===== src/rtl/fwd_select_unit.sv =====
// EX-stage operand forwarding select and load-use stall generator for a 5-stage pipeline.
// Optional statistics counters are enabled with `define FWD_SELECT_STATS_EN.
module fwd_select_unit #(
    parameter int unsigned REG_ADDR_W = 5,
    parameter int unsigned STAT_W     = 32
) (
    input  logic                  clk,
    input  logic                  reset,
    input  logic                  hold,
    input  logic                  flush,
    input  logic                  id_valid,
    input  logic [REG_ADDR_W-1:0] id_rs1,
    input  logic [REG_ADDR_W-1:0] id_rs2,
    input  logic [REG_ADDR_W-1:0] id_rd,
    input  logic                  id_reg_write,
    input  logic                  id_mem_read,
    output logic [1:0]            fwd_a_sel,
    output logic [1:0]            fwd_b_sel,
    output logic                  load_use_stall
`ifdef FWD_SELECT_STATS_EN
    ,
    output logic [STAT_W-1:0]     fwd_count,
    output logic [STAT_W-1:0]     stall_count
`endif
);

    localparam logic [1:0] SelRf  = 2'b00;
    localparam logic [1:0] SelWb  = 2'b01;
    localparam logic [1:0] SelMem = 2'b10;

    if (STAT_W == 0) begin : g_bad_stat_w
        $error("STAT_W must be non-zero");
    end

    // Stage records
    logic                  ex_v_q, ex_we_q, ex_mr_q;
    logic [REG_ADDR_W-1:0] ex_rd_q, ex_rs1_q, ex_rs2_q;
    logic                  mem_v_q, mem_we_q;
    logic [REG_ADDR_W-1:0] mem_rd_q;
    logic                  wb_v_q, wb_we_q;
    logic [REG_ADDR_W-1:0] wb_rd_q;

    logic mem_wr_live, wb_wr_live;
    logic mem_hit_a, mem_hit_b, wb_hit_a, wb_hit_b;
    logic ex_bubble;

    // A stage only forwards if it really writes a non-zero register.
    assign mem_wr_live = mem_v_q & mem_we_q & (mem_rd_q != '0);
    assign wb_wr_live  = wb_v_q & wb_we_q & (wb_rd_q != '0);

    assign mem_hit_a = mem_wr_live & (mem_rd_q == ex_rs1_q);
    assign mem_hit_b = mem_wr_live & (mem_rd_q == ex_rs2_q);
    assign wb_hit_a  = wb_wr_live & (wb_rd_q == ex_rs1_q);
    assign wb_hit_b  = wb_wr_live & (wb_rd_q == ex_rs2_q);

    always_comb begin
        fwd_a_sel = SelRf;
        fwd_b_sel = SelRf;
        if (ex_v_q) begin
            if (mem_hit_a) begin
                fwd_a_sel = SelMem;
            end else if (wb_hit_a) begin
                fwd_a_sel = SelWb;
            end
            if (mem_hit_b) begin
                fwd_b_sel = SelMem;
            end else if (wb_hit_b) begin
                fwd_b_sel = SelWb;
            end
        end
    end

    // Both sources are compared even if the ID instruction does not use rs2.
    assign load_use_stall = id_valid & ~flush & ex_v_q & ex_we_q & ex_mr_q &
                            (ex_rd_q != '0) & ((ex_rd_q == id_rs1) | (ex_rd_q == id_rs2));

    assign ex_bubble = flush | load_use_stall | ~id_valid;

    always_ff @(posedge clk or posedge reset) begin
        if (reset) begin
            ex_v_q   <= 1'b0;
            ex_we_q  <= 1'b0;
            ex_mr_q  <= 1'b0;
            ex_rd_q  <= '0;
            ex_rs1_q <= '0;
            ex_rs2_q <= '0;
            mem_v_q  <= 1'b0;
            mem_we_q <= 1'b0;
            mem_rd_q <= '0;
            wb_v_q   <= 1'b0;
            wb_we_q  <= 1'b0;
            wb_rd_q  <= '0;
        end else if (!hold) begin
            wb_v_q   <= mem_v_q;
            wb_we_q  <= mem_we_q;
            wb_rd_q  <= mem_rd_q;
            mem_v_q  <= ex_v_q;
            mem_we_q <= ex_we_q;
            mem_rd_q <= ex_rd_q;
            ex_rd_q  <= id_rd;
            ex_rs1_q <= id_rs1;
            ex_rs2_q <= id_rs2;
            if (ex_bubble) begin
                ex_v_q  <= 1'b0;
                ex_we_q <= 1'b0;
                ex_mr_q <= 1'b0;
            end else begin
                ex_v_q  <= 1'b1;
                ex_we_q <= id_reg_write;
                ex_mr_q <= id_mem_read;
            end
        end
    end

`ifdef FWD_SELECT_STATS_EN
    logic [STAT_W-1:0] fwd_count_q, stall_count_q;

    always_ff @(posedge clk or posedge reset) begin
        if (reset) begin
            fwd_count_q   <= '0;
            stall_count_q <= '0;
        end else if (!hold) begin
            if (ex_v_q && (fwd_a_sel != SelRf || fwd_b_sel != SelRf)) begin
                fwd_count_q <= fwd_count_q + 1'b1;
            end
            if (load_use_stall) begin
                stall_count_q <= stall_count_q + 1'b1;
            end
        end
    end

    assign fwd_count   = fwd_count_q;
    assign stall_count = stall_count_q;
`endif

endmodule

===== config.mk =====
export PLATFORM = sky130hd
export DESIGN_NAME = fwd_select_unit
export DESIGN_NICKNAME = d
export VERILOG_FILES = /design/src/rtl/fwd_select_unit.sv
export SDC_FILE = /design/constraint.sdc
export NUM_CORES = 1
export LEC_CHECK = 0
export CAP_MARGIN = 20
export CORE_MARGIN = 3
export CORE_UTILIZATION = 55
export DETAILED_ROUTE_END_ITERATION = 7
export MAX_ROUTING_LAYER = met4
export PLACE_DENSITY_LB_ADDON = 0.12
export SLEW_MARGIN = 15
export SYNTH_ARGS = -nofsm -noshare
export SYNTH_HDL_FRONTEND = slang
export SYNTH_SLANG_ARGS = --single-unit

===== constraint.sdc =====
create_clock -name clk -period 4.42 [get_ports clk]
set_input_delay 0.884 -clock clk [delete_from_list [all_inputs] [get_ports clk]]
set_output_delay 0.884 -clock clk [all_outputs]
set_load 0.03 [all_outputs]

=== Yosys cells after proc, flatten, opt, wreduce, memory -nomap -nowiden ===
Cells that the tools add are included.
Widths: inputs -> output; s select.

* Add/subtract/negate cells: 0
* Equal/unequal tests: 6
* Reductions and logical operators: 3
* Bitwise logic cells: 19
* Magnitude comparators: 0
* $mul: 0
* Divide/modulo/power cells: 0
* Muxes and demuxes: 9
* Shift-type cells: 0

{| class="wikitable"
|+ Operators with widths
! operator !! count
|-
| $eq 5x5->1 || 6
|-
| $reduce_bool 5->1 || 3
|-
| $and 1x1->1 || 14
|-
| $mux 2 || 4
|-
| $mux 1 || 5
|-
| $or 1x1->1 || 3
|-
| $not 1->1 || 2
|}

* Memory bits (writable): 0
* Word-level logic and storage cells: 49
* Input port bits: 22
* Latch bits: 0
* Memory bits (read-only): 0
* Output and inout bits: 5
* Memories: 0
* Bits in registers: 32

=== Logic depth before layout (Yosys ltp) ===
Gate-level depths: netlist of the first run.

* Depth in word-level cells: 10
* Mapped depth: 4
* Gate-level depth less buffers: 4

=== Least setup slack after synthesis of the first run ===
Ideal clock, no wire load.

* Path type: reg-to-output
* From: reg mem_rd_q[1]
* To: out fwd_b_sel[0]
* Path buffers: 0
* Data required time: 3.536 ns
* Stages on the path, launching flop included: 5
* Data arrival time: 1.883 ns
* Path slack: 1.653 ns
* Path through: dfrtp_1 > or4_1 > o211ai_2 > nor4_1 > nor3_1

* Longest elaborated chain between the ends: 5
* Elaborated cells between the ends (all ways): 6
* Classes of those cells: 1 x eq/ne; 2 x mux; 2 x bitwise; 1 x reduce/logical

{| class="wikitable"
|+ Ends and longest elaborated chain
! element !! RTL line !! RTL
|-
| start: declaration || 39 || <nowiki>logic [REG_ADDR_W-1:0] mem_rd_q;</nowiki>
|-
| start signal: assignment || 99 || <nowiki>mem_rd_q <= ex_rd_q;</nowiki>
|-
| $reduce_bool 5->1 || 48 || <nowiki>assign mem_wr_live = mem_v_q & mem_we_q & (mem_rd_q != '0);</nowiki>
|-
| $and 1x1->1 || 48 ||
|-
| $and 1x1->1 (*) || 52 || <nowiki>assign mem_hit_b = mem_wr_live & (mem_rd_q == ex_rs2_q);</nowiki>
|-
| $mux 2 (*) || 65 || <nowiki>if (mem_hit_b) begin</nowiki>
|-
| $mux 2 (*) || 59 || <nowiki>if (ex_v_q) begin</nowiki>
|-
| end: declaration || 18 || <nowiki>output logic [1:0] fwd_b_sel,</nowiki>
|}

Every way passes the cells marked *; elsewhere a longest branch is shown, timed or not.

=== Worst setup path after layout of the first run ===
* From: in id_rs1[2]
* To: out load_use_stall

* Longest elaborated chain between the ends: 3

{| class="wikitable"
|+ Ends and longest elaborated chain
! element !! RTL line !! RTL
|-
| start: declaration || 12 || <nowiki>input logic [REG_ADDR_W-1:0] id_rs1,</nowiki>
|-
| $eq 5x5->1 || 75 || <nowiki>(ex_rd_q != '0) & ((ex_rd_q == id_rs1) | (ex_rd_q == id_rs2));</nowiki>
|-
| $or 1x1->1 || 75 ||
|-
| $and 1x1->1 || 75 ||
|-
| end: declaration || 19 || <nowiki>output logic load_use_stall</nowiki>
|}

No other way between the ends.

==> results of run 1 <==
==> synth_stat cells (all sizes together) <==
master / instances / area share
inv: 1 / 0.0023
nor2b: 3 / 0.011
a32oi: 2 / 0.011
mux2: 29 / 0.20
mux2i: 1 / 0.0061
o22ai: 1 / 0.0038
nor3: 2 / 0.0061
buf: 1 / 0.0031
o2111ai: 1 / 0.0054
xnor2: 18 / 0.096
o21ai: 2 / 0.0061
dfrtp: 32 / 0.49
nand3: 5 / 0.015
nor2: 1 / 0.0023
nor4: 3 / 0.015
and3: 1 / 0.0038
clkbuf: 3 / 0.0069
o211ai: 2 / 0.012
and2: 2 / 0.0084
nand2: 4 / 0.0092
xor2: 12 / 0.064
a21oi: 1 / 0.0031
or4: 4 / 0.018
==> tightest hold or removal path, cell delays in order (launching register included) <==
cell     delay [ns]
dfrtp_1        0.36
a32oi_1        0.05
o21ai_0        0.08
==> path summary, 6_finish.rpt <==
path                                  end
setup / recovery           load_use_stall
hold / removal                    ex_mr_q
setup reg to reg                  ex_mr_q
hold reg to reg                   ex_mr_q
max in group asynchronous     mem_rd_q[3]
min in group asynchronous      ex_rd_q[0]
==> cell usage in the layout (no fill, tap or decap), drive strengths merged <==
cell           netlist  final
clkdlybuf4s50        0     26
nand2                4      4
nand3                5      5
a32oi                2      2
o211ai               2      2
a21oi                1      1
inv                  1      1
xnor2               18     18
mux2i                1      1
and2                 2      2
o2111ai              1      1
and3                 1      1
or4                  4      4
nor4                 3      3
o22ai                1      1
dfrtp               32     32
xor2                12     12
mux2                29     29
nor3                 2      2
nor2b                3      3
nor2                 1      1
o21ai                2      2
clkbuf               3      8
buf                  1      2
==> metrics by stage <==
| stage | area [µm²] | util |
|---|---|---|
| floorplan | 1635 | - |
| global placement | 1933 | 0.6891 |
| detailed placement | 1933 | 0.6891 |
| CTS | 1992 | 0.7101 |
| global route | 1992 | 0.7101 |
| finish | 1992 | 0.7101 |
==> power breakdown <==
group / internal [mW] / switching (mW) / leakage (nW)
logic: 0.0866 / 0.0513 / 0.376
registers: 0.330 / 0.0492 / 0.384
clock network: 0.0785 / 0.0957 / 0.0326
total: 0.495 / 0.196 / 0.792
==> flip-flops by register name, summed over array words and instances, names as in the netlist <==
register  count
mem_v_q       1
wb_rd_q       5
mem_we_q      1
ex_we_q       1
wb_we_q       1
mem_rd_q      5
ex_mr_q       1
ex_v_q        1
ex_rs2_q      5
ex_rd_q       5
wb_v_q        1
ex_rs1_q      5
==> logic make-up after synthesis <==
| kind of cell | Yosys count |
|---|---|
| xor gates and xnor gates | 30 |
| buffers and inverters | 5 |
| AOI/OAI and AO/OA | 9 |
| DFF | 32 |
| and+or+nand+nor | 25 |
| muxes | 30 |
==> final cells by class <==
| cell class | count | share of cell area |
|---|---|---|
| clock buffer | 8 | 0.02952 |
| inverter | 1 | 0.001884 |
| multi-input combinational | 94 | 0.4089 |
| sequential | 32 | 0.4020 |
| tap | 31 | 0.01947 |
| timing repair buffer | 28 | 0.1382 |
==> layer usage <==
layer / routed length [µm] / GRT usage / up-vias
met2: 1625 / 0.3333 / 24
met5: 0 / - / -
met3: 122 / 0.05745 / 2
met4: 16 / 0.07740 / 0
li1: - / - / 531
met1: 1442 / 0.2762 / 541
==> reports/metrics.csv, run 1 <==
stage;metric;value;unit
timing;slew_viol_final;0;
place;placed_cells;186;
timing;tightest_slew;0.7849;ns
logic_synthesis;ys_ff_latch;32;
logic_synthesis;synthSimpleGateAreaFrac;0.09028;
place;globalplace.congestion;0.7748;
setup_path;crit_fanout;4;
setup_path;reg2reg_setup_slack;2.80;ns
timing;period_needed;3.759;ns
clocking;cts_buffer_depth;2;
timing;clock-skew-final;0.003871;ns
logic_synthesis;yosysSeqAreaShare;0.4897;
setup_path;cp_common_cell;clkdlybuf4s50_1;
finish;seq_area;800.8;µm²
run_status;status;completed;
detailed_routing;route.detailed.drc;0;
global_route;grtUsageTotal;0.2165;
timing;fin_ws;0.6609;ns
pwr;total_power;0.6914;mW
clocking;postCtsSetupBuffers;0;
detailed_routing;drt_iter0_drc;58;
detailed_routing;final_antenna_net_count;0;
clocking;h-tree-depth;2;
detailed_routing;wl;3206;µm
hold_path;worst_hold_path_type;flop to flop;
setup_path;cpLargestDelayFamily;buffers and inverters;
logic_synthesis;synth_top_family_by_area;multiplexers;
logic_synthesis;avgSynthCellArea;12.48;µm²
floorplan;fp-row-count;19;
place;numPortBuffers;26;
setup_path;crit_cells;6;
logic_synthesis;ys_warn_count;0;
timing;hold_violations;0;
detailed_routing;routed_via_density;5.660;
setup_path;endpoint_kind;primary output;
pwr;powerDensity;347.1;nW/µm²
global_route;grt_max_degree;35;
logic_synthesis;synth.cell_area;1635;µm²
floorplan;fp.dieH;60.53;µm
detailed_routing;via_count;1098;
timing;max_freq;266.0;MHz
clocking;hold_buffers;0;
logic_synthesis;mappedNetlistNets;153;
setup_path;required;3.54;ns
floorplan;core;2805;µm²
timing;tns;0;ns
floorplan;initial_core_util;0.5830;
finish;nets;184;
finish;diodes;0;
clocking;cts_tree;yes;
timing;setup_violations;0;
detailed_routing;wl_per_cell;16.53;µm
pwr;ir_drop;194.7;µV
floorplan;io_pins;27;
finish;multi_input_area;814.5;µm²
setup_path;worst-path-buf-inv;2;
global_route;overflow;0;
logic_synthesis;ys_types;26;
hold_path;holdPathStages;2;
place;dp_hpwl;2490;µm
timing;rsz0062_at_grt;no;
timing;slew_headroom;0.4762;
pwr;p_leak;0.7923;nW
clocking;clk_latency;0.33;ns
detailed_routing;drtPass1Iterations;4;
finish;final_cells;194;
setup_path;slowest_stage;clkdlybuf4s50_1;
job;drv_cap;0;
timing;final.period_utilization;0.8505;
logic_synthesis;synth_adder_area_share;0;
logic_synthesis;synth_compound_area_frac;0.04132;
clocking;cts_buffers;5;
clocking;cts_num_sinks;32;
place;pre_cts_ws;0.6968;ns
logic_synthesis;muxShareOfSynthArea;0.2058;
setup_path;critPathArrivalTime;2.88;ns
global_route;grt_pass1_wl;5513;µm
finish;fillCellCount;212;
setup_path;worstPathCellList;clkdlybuf4s50_1 > xnor2_1 > nand3_1 > o22ai_1 > nor2b_1 > clkdlybuf4s50_1;
clocking;ctsResizeCount;0;
global_route;grt_antenna_before_repair;0;
floorplan;die_x;60.53;µm
clocking;cts-root-buf;clkbuf_4;
setup_path;cpPeakStageDelay;0.69;ns
timing;whs;0.5217;ns
setup_path;reg2regPathDepth;4;
setup_path;start_kind;input port;
logic_synthesis;syn_inst;131;
global_route;grt_pass1_vias;1164;
clocking;path_clk_slew;0.09;ns
logic_synthesis;synth_xor_area_frac;0.1607;
setup_path;worstSetupStartpoint;id_rs1[2];
finish;drive_gt1_frac;0.2454;
hold_path;hp-start;ex_mr_q;
setup_path;timing.rr.start;ex_rd_q[0];
floorplan;dieArea;3664;µm²
setup_path;crit_type;input port to primary output;
finish;syn_to_final_growth;21.81;%
(Power assumes the default switching activity.)
==> inputs of run 2 (changes only) <==
--- a/config.mk
+++ b/config.mk
@@ -6,5 +6,5 @@
 export NUM_CORES = 1
 export LEC_CHECK = 0
-export CAP_MARGIN = 20
+export CAP_MARGIN = 0
 export CORE_MARGIN = 3
 export CORE_UTILIZATION = 55
==> constraint.sdc (replaced) <==
create_clock -name clk -period 4.42 [get_ports clk]
set_input_delay 0.884 -clock clk [delete_from_list [all_inputs] [get_ports clk]]
set_output_delay 0.884 -clock clk [all_outputs]
set_load 0.005 [all_outputs]
==> results of run 2 <==
Same layout as run 1 (identical final DEF). Status: completed.
Among the figures that moved: setup slack after placement 0.6968 ns -> 0.8664 ns; setup slack after layout 0.6609 ns -> 0.8307 ns; total power 0.6914 mW -> 0.6912 mW
==> inputs of run 3 (changes only) <==
Settings changed: CORE_UTILIZATION 55 to 47.
Clock period 4.42 ns to 2.94 ns, I/O delays scaled along.
==> run 3 against run 2 <==
Against the previous run: via count is 1.3% higher; non-clock buffer count is 6 higher; clock power is 56% higher; die area is 15% higher; register-to-register slack worse by 1.6 ns; clock-buffer cell count is 2 lower; wire length is 7.2% higher; first-iteration DRC count is 48% lower; flip-flop and latch count stayed put; cell area is 3.6% higher; utilization is 6.0 points lower; critical path type is now flop to primary output.
==> reports/metrics.csv, run 3 (same netlist as run 1, synthesis figures left out) <==
stage;metric;value;unit;change
run_status;status;completed;;unchanged
place;globalplace.congestion;0.7873;;was 0.7748
pwr;seq_power_share;0.529;;was 0.549
timing;clock-skew-final;0.002763;ns;was 0.003871 ns
pwr;p_leak;0.8496;nW;was 0.7923 nW
floorplan;fp-row-count;20;;was 19
global_route;grt_pass1_vias;1212;;was 1164
finish;fin_area;2064;µm²;was 1992 µm²
timing;final.period_utilization;0.9711;;
clocking;path_clk_slew;0.10;ns;was 0.09 ns
finish;final_util;0.6496;;was 0.7101
finish;seq_area;802.0;µm²;was 800.8 µm²
place;placed_cell_area;1964;µm²;was 1933 µm²
floorplan;core;3178;µm²;was 2805 µm²
timing;fin_ws;0.08498;ns;was 0.8307 ns
detailed_routing;drtPass1Iterations;4;;unchanged
timing;slew_headroom;0.7210;;was 0.4762
detailed_routing;wl_per_cell;16.14;µm;was 16.53 µm
pwr;powerDensity;517.1;nW/µm²;was 347.0 nW/µm²
timing;period_needed;2.855;ns;
timing;tns;0;ns;unchanged
place;placed_cells;201;;was 186
setup_path;critPathArrivalTime;2.27;ns;was 2.71 ns
global_route;grt_antenna_before_repair;0;;unchanged
job;drv_cap;0;;unchanged
timing;tightest_slew;0.4146;ns;was 0.7849 ns
clocking;hold_buffers;0;;unchanged
floorplan;die_x;64.99;µm;was 60.53 µm
setup_path;worst-path-buf-inv;1;;was 2
setup_path;start_kind;flop;;was input port
finish;final_common_cell;dfrtp_1;;unchanged
place;numPortBuffers;26;;unchanged
timing;setup_violations;0;;unchanged
setup_path;crit_fanout;2;;was 4
clocking;h-tree-depth;2;;unchanged
finish;multi_input_area;820.8;µm²;was 814.5 µm²
pwr;ir_drop;365.7;µV;was 194.7 µV
pwr;p_comb_frac;0.217;;was 0.199
finish;syn_to_final_growth;26.24;%;was 21.81%
timing;max_freq;350.3;MHz;
setup_path;endpoint_kind;primary output;;unchanged
finish;final_cells;213;;was 194
detailed_routing;via_count;1112;;was 1098
timing;hold_violations;0;;unchanged
global_route;grtUsageTotal;0.1935;;was 0.2165
finish;diodes;0;;unchanged
finish;fillCellCount;266;;was 212
global_route;overflow;0;;unchanged
pwr;switching_share;0.2961;;was 0.2837
detailed_routing;routed_via_density;5.221;;was 5.660
detailed_routing;drt_iter0_drc;30;;was 58
setup_path;required;2.35;ns;was 3.54 ns
finish;layout_common_cells;31 x dfrtp_1, 29 x mux2_2, 24 x clkdlybuf4s50_1;;was 32 x dfrtp_1, 29 x mux2_2, 26 x clkdlybuf4s50_1
pwr;power.internal;0.7515;mW;was 0.4951 mW
detailed_routing;route.detailed.drc;0;;unchanged
clocking;cts_num_sinks;32;;unchanged
floorplan;dieArea;4223;µm²;was 3664 µm²
setup_path;slowest_stage;or4_1;;was clkdlybuf4s50_1
clocking;cts-root-buf;clkbuf_4;;unchanged
global_route;grt_max_degree;35;;unchanged
finish;drive_gt1_frac;0.2959;;was 0.2454
pwr;p_switching;0.3160;mW;was 0.1961 mW
floorplan;initial_core_util;0.5146;;was 0.5830
setup_path;crit_type;flop to primary output;;was input port to primary output
place;dp_hpwl;2502;µm;was 2490 µm
pwr;clkPwrFrac;0.254;;was 0.252
clocking;cts_buffer_depth;2;;unchanged
clocking;cts_buffers;5;;unchanged
setup_path;cpLargestDelayFamily;simple AND/OR/NAND/NOR gates;;was buffers and inverters
timing;slew_viol_final;0;;unchanged
detailed_routing;final_antenna_net_count;0;;unchanged
global_route;grt_pass1_wl;5885;µm;was 5513 µm
detailed_routing;wl;3438;µm;was 3206 µm
setup_path;cpPeakStageDelay;0.55;ns;was 0.52 ns
setup_path;worstPathCellList;or4_1 > o211ai_2 > nor4_2 > and2_2 > clkdlybuf4s50_1;;was clkdlybuf4s50_1 > xnor2_1 > nand3_1 > o22ai_1 > nor2b_1 > clkdlybuf4s50_1
floorplan;fp.dieH;64.99;µm;was 60.53 µm
clocking;cts_tree;yes;;unchanged
finish;nets;190;;was 184
floorplan;io_pins;27;;unchanged
hold_path;worst_hold_path_type;flop to flop;;unchanged
clocking;clk_latency;0.34;ns;was 0.33 ns
place;pre_cts_ws;0.1104;ns;was 0.8664 ns
==> run 3: changes by cell type in the layout (fill, tap and decap cells not counted), sizes merged <==
| cell | change |
|---|---|
| buf | +6 |
| dlymetal6s2s | +1 |
| clkdlybuf4s50 | -2 |
| clkinv | +2 |
| clkbuf | -2 |
| dlygate4sd2 | +1 |
==> run 3: timing repair <==
action	CTS	global route
resized for setup	2	2
setup buffers	3	1
pin swaps	0	2
setup endpoints to repair	2	2
==> run 3: area by class of cell <==
cell class	instances	area share
multi-input cells	94	0.3976
flip-flops and latches	32	0.3885
repair buffers	34	0.1558
well taps	44	0.02667
clock buffers	6	0.02485
clock inverters	2	0.004848
inverters	1	0.001818
==> run 3: worst paths after layout <==
path,start,end,slack [ns],cells past startpoint
worst max-delay path,mem_rd_q[1],fwd_a_sel[1],0.08,5
worst min-delay path,wb_we_q,wb_we_q,0.53,1
worst max register to register,ex_rd_q[0],ex_v_q,1.17,5
worst min register to register,wb_we_q,wb_we_q,0.53,1
max in group asynchronous,reset,mem_rd_q[1],2.02,3
min in group asynchronous,reset,ex_mr_q,0.61,3
==> run 3: metrics by stage <==
| step | hold slack (ns) | power, mW |
|---|---|---|
| 3_3_place_gp | 0.4751 | 0.7810 |
| 4_1_cts | 0.5318 | 1.077 |
| 5_1_grt | 0.5400 | 1.131 |
| 2_1_floorplan | 0.4490 | 0.7107 |
| 6_report | 0.5283 | 1.068 |
| 3_5_place_dp | 0.5083 | 0.7939 |
==> run 3: layer usage <==
metal,vias up,share of wire,track usage
li1,539,-,-
met1,537,0.45,0.2453
met2,28,0.49,0.2976
met3,8,0.037,0.03640
met4,0,0.020,0.09499
met5,-,0,-
==> run 3: power groups by stage <==
stage	logic, mW	registers [mW]	clock network, mW
6_report	0.232	0.565	0.271
5_1_grt	0.257	0.574	0.300
4_1_cts	0.231	0.565	0.281
3_5_place_dp	0.213	0.581	0
3_3_place_gp	0.205	0.576	0
2_1_floorplan	0.154	0.557	0
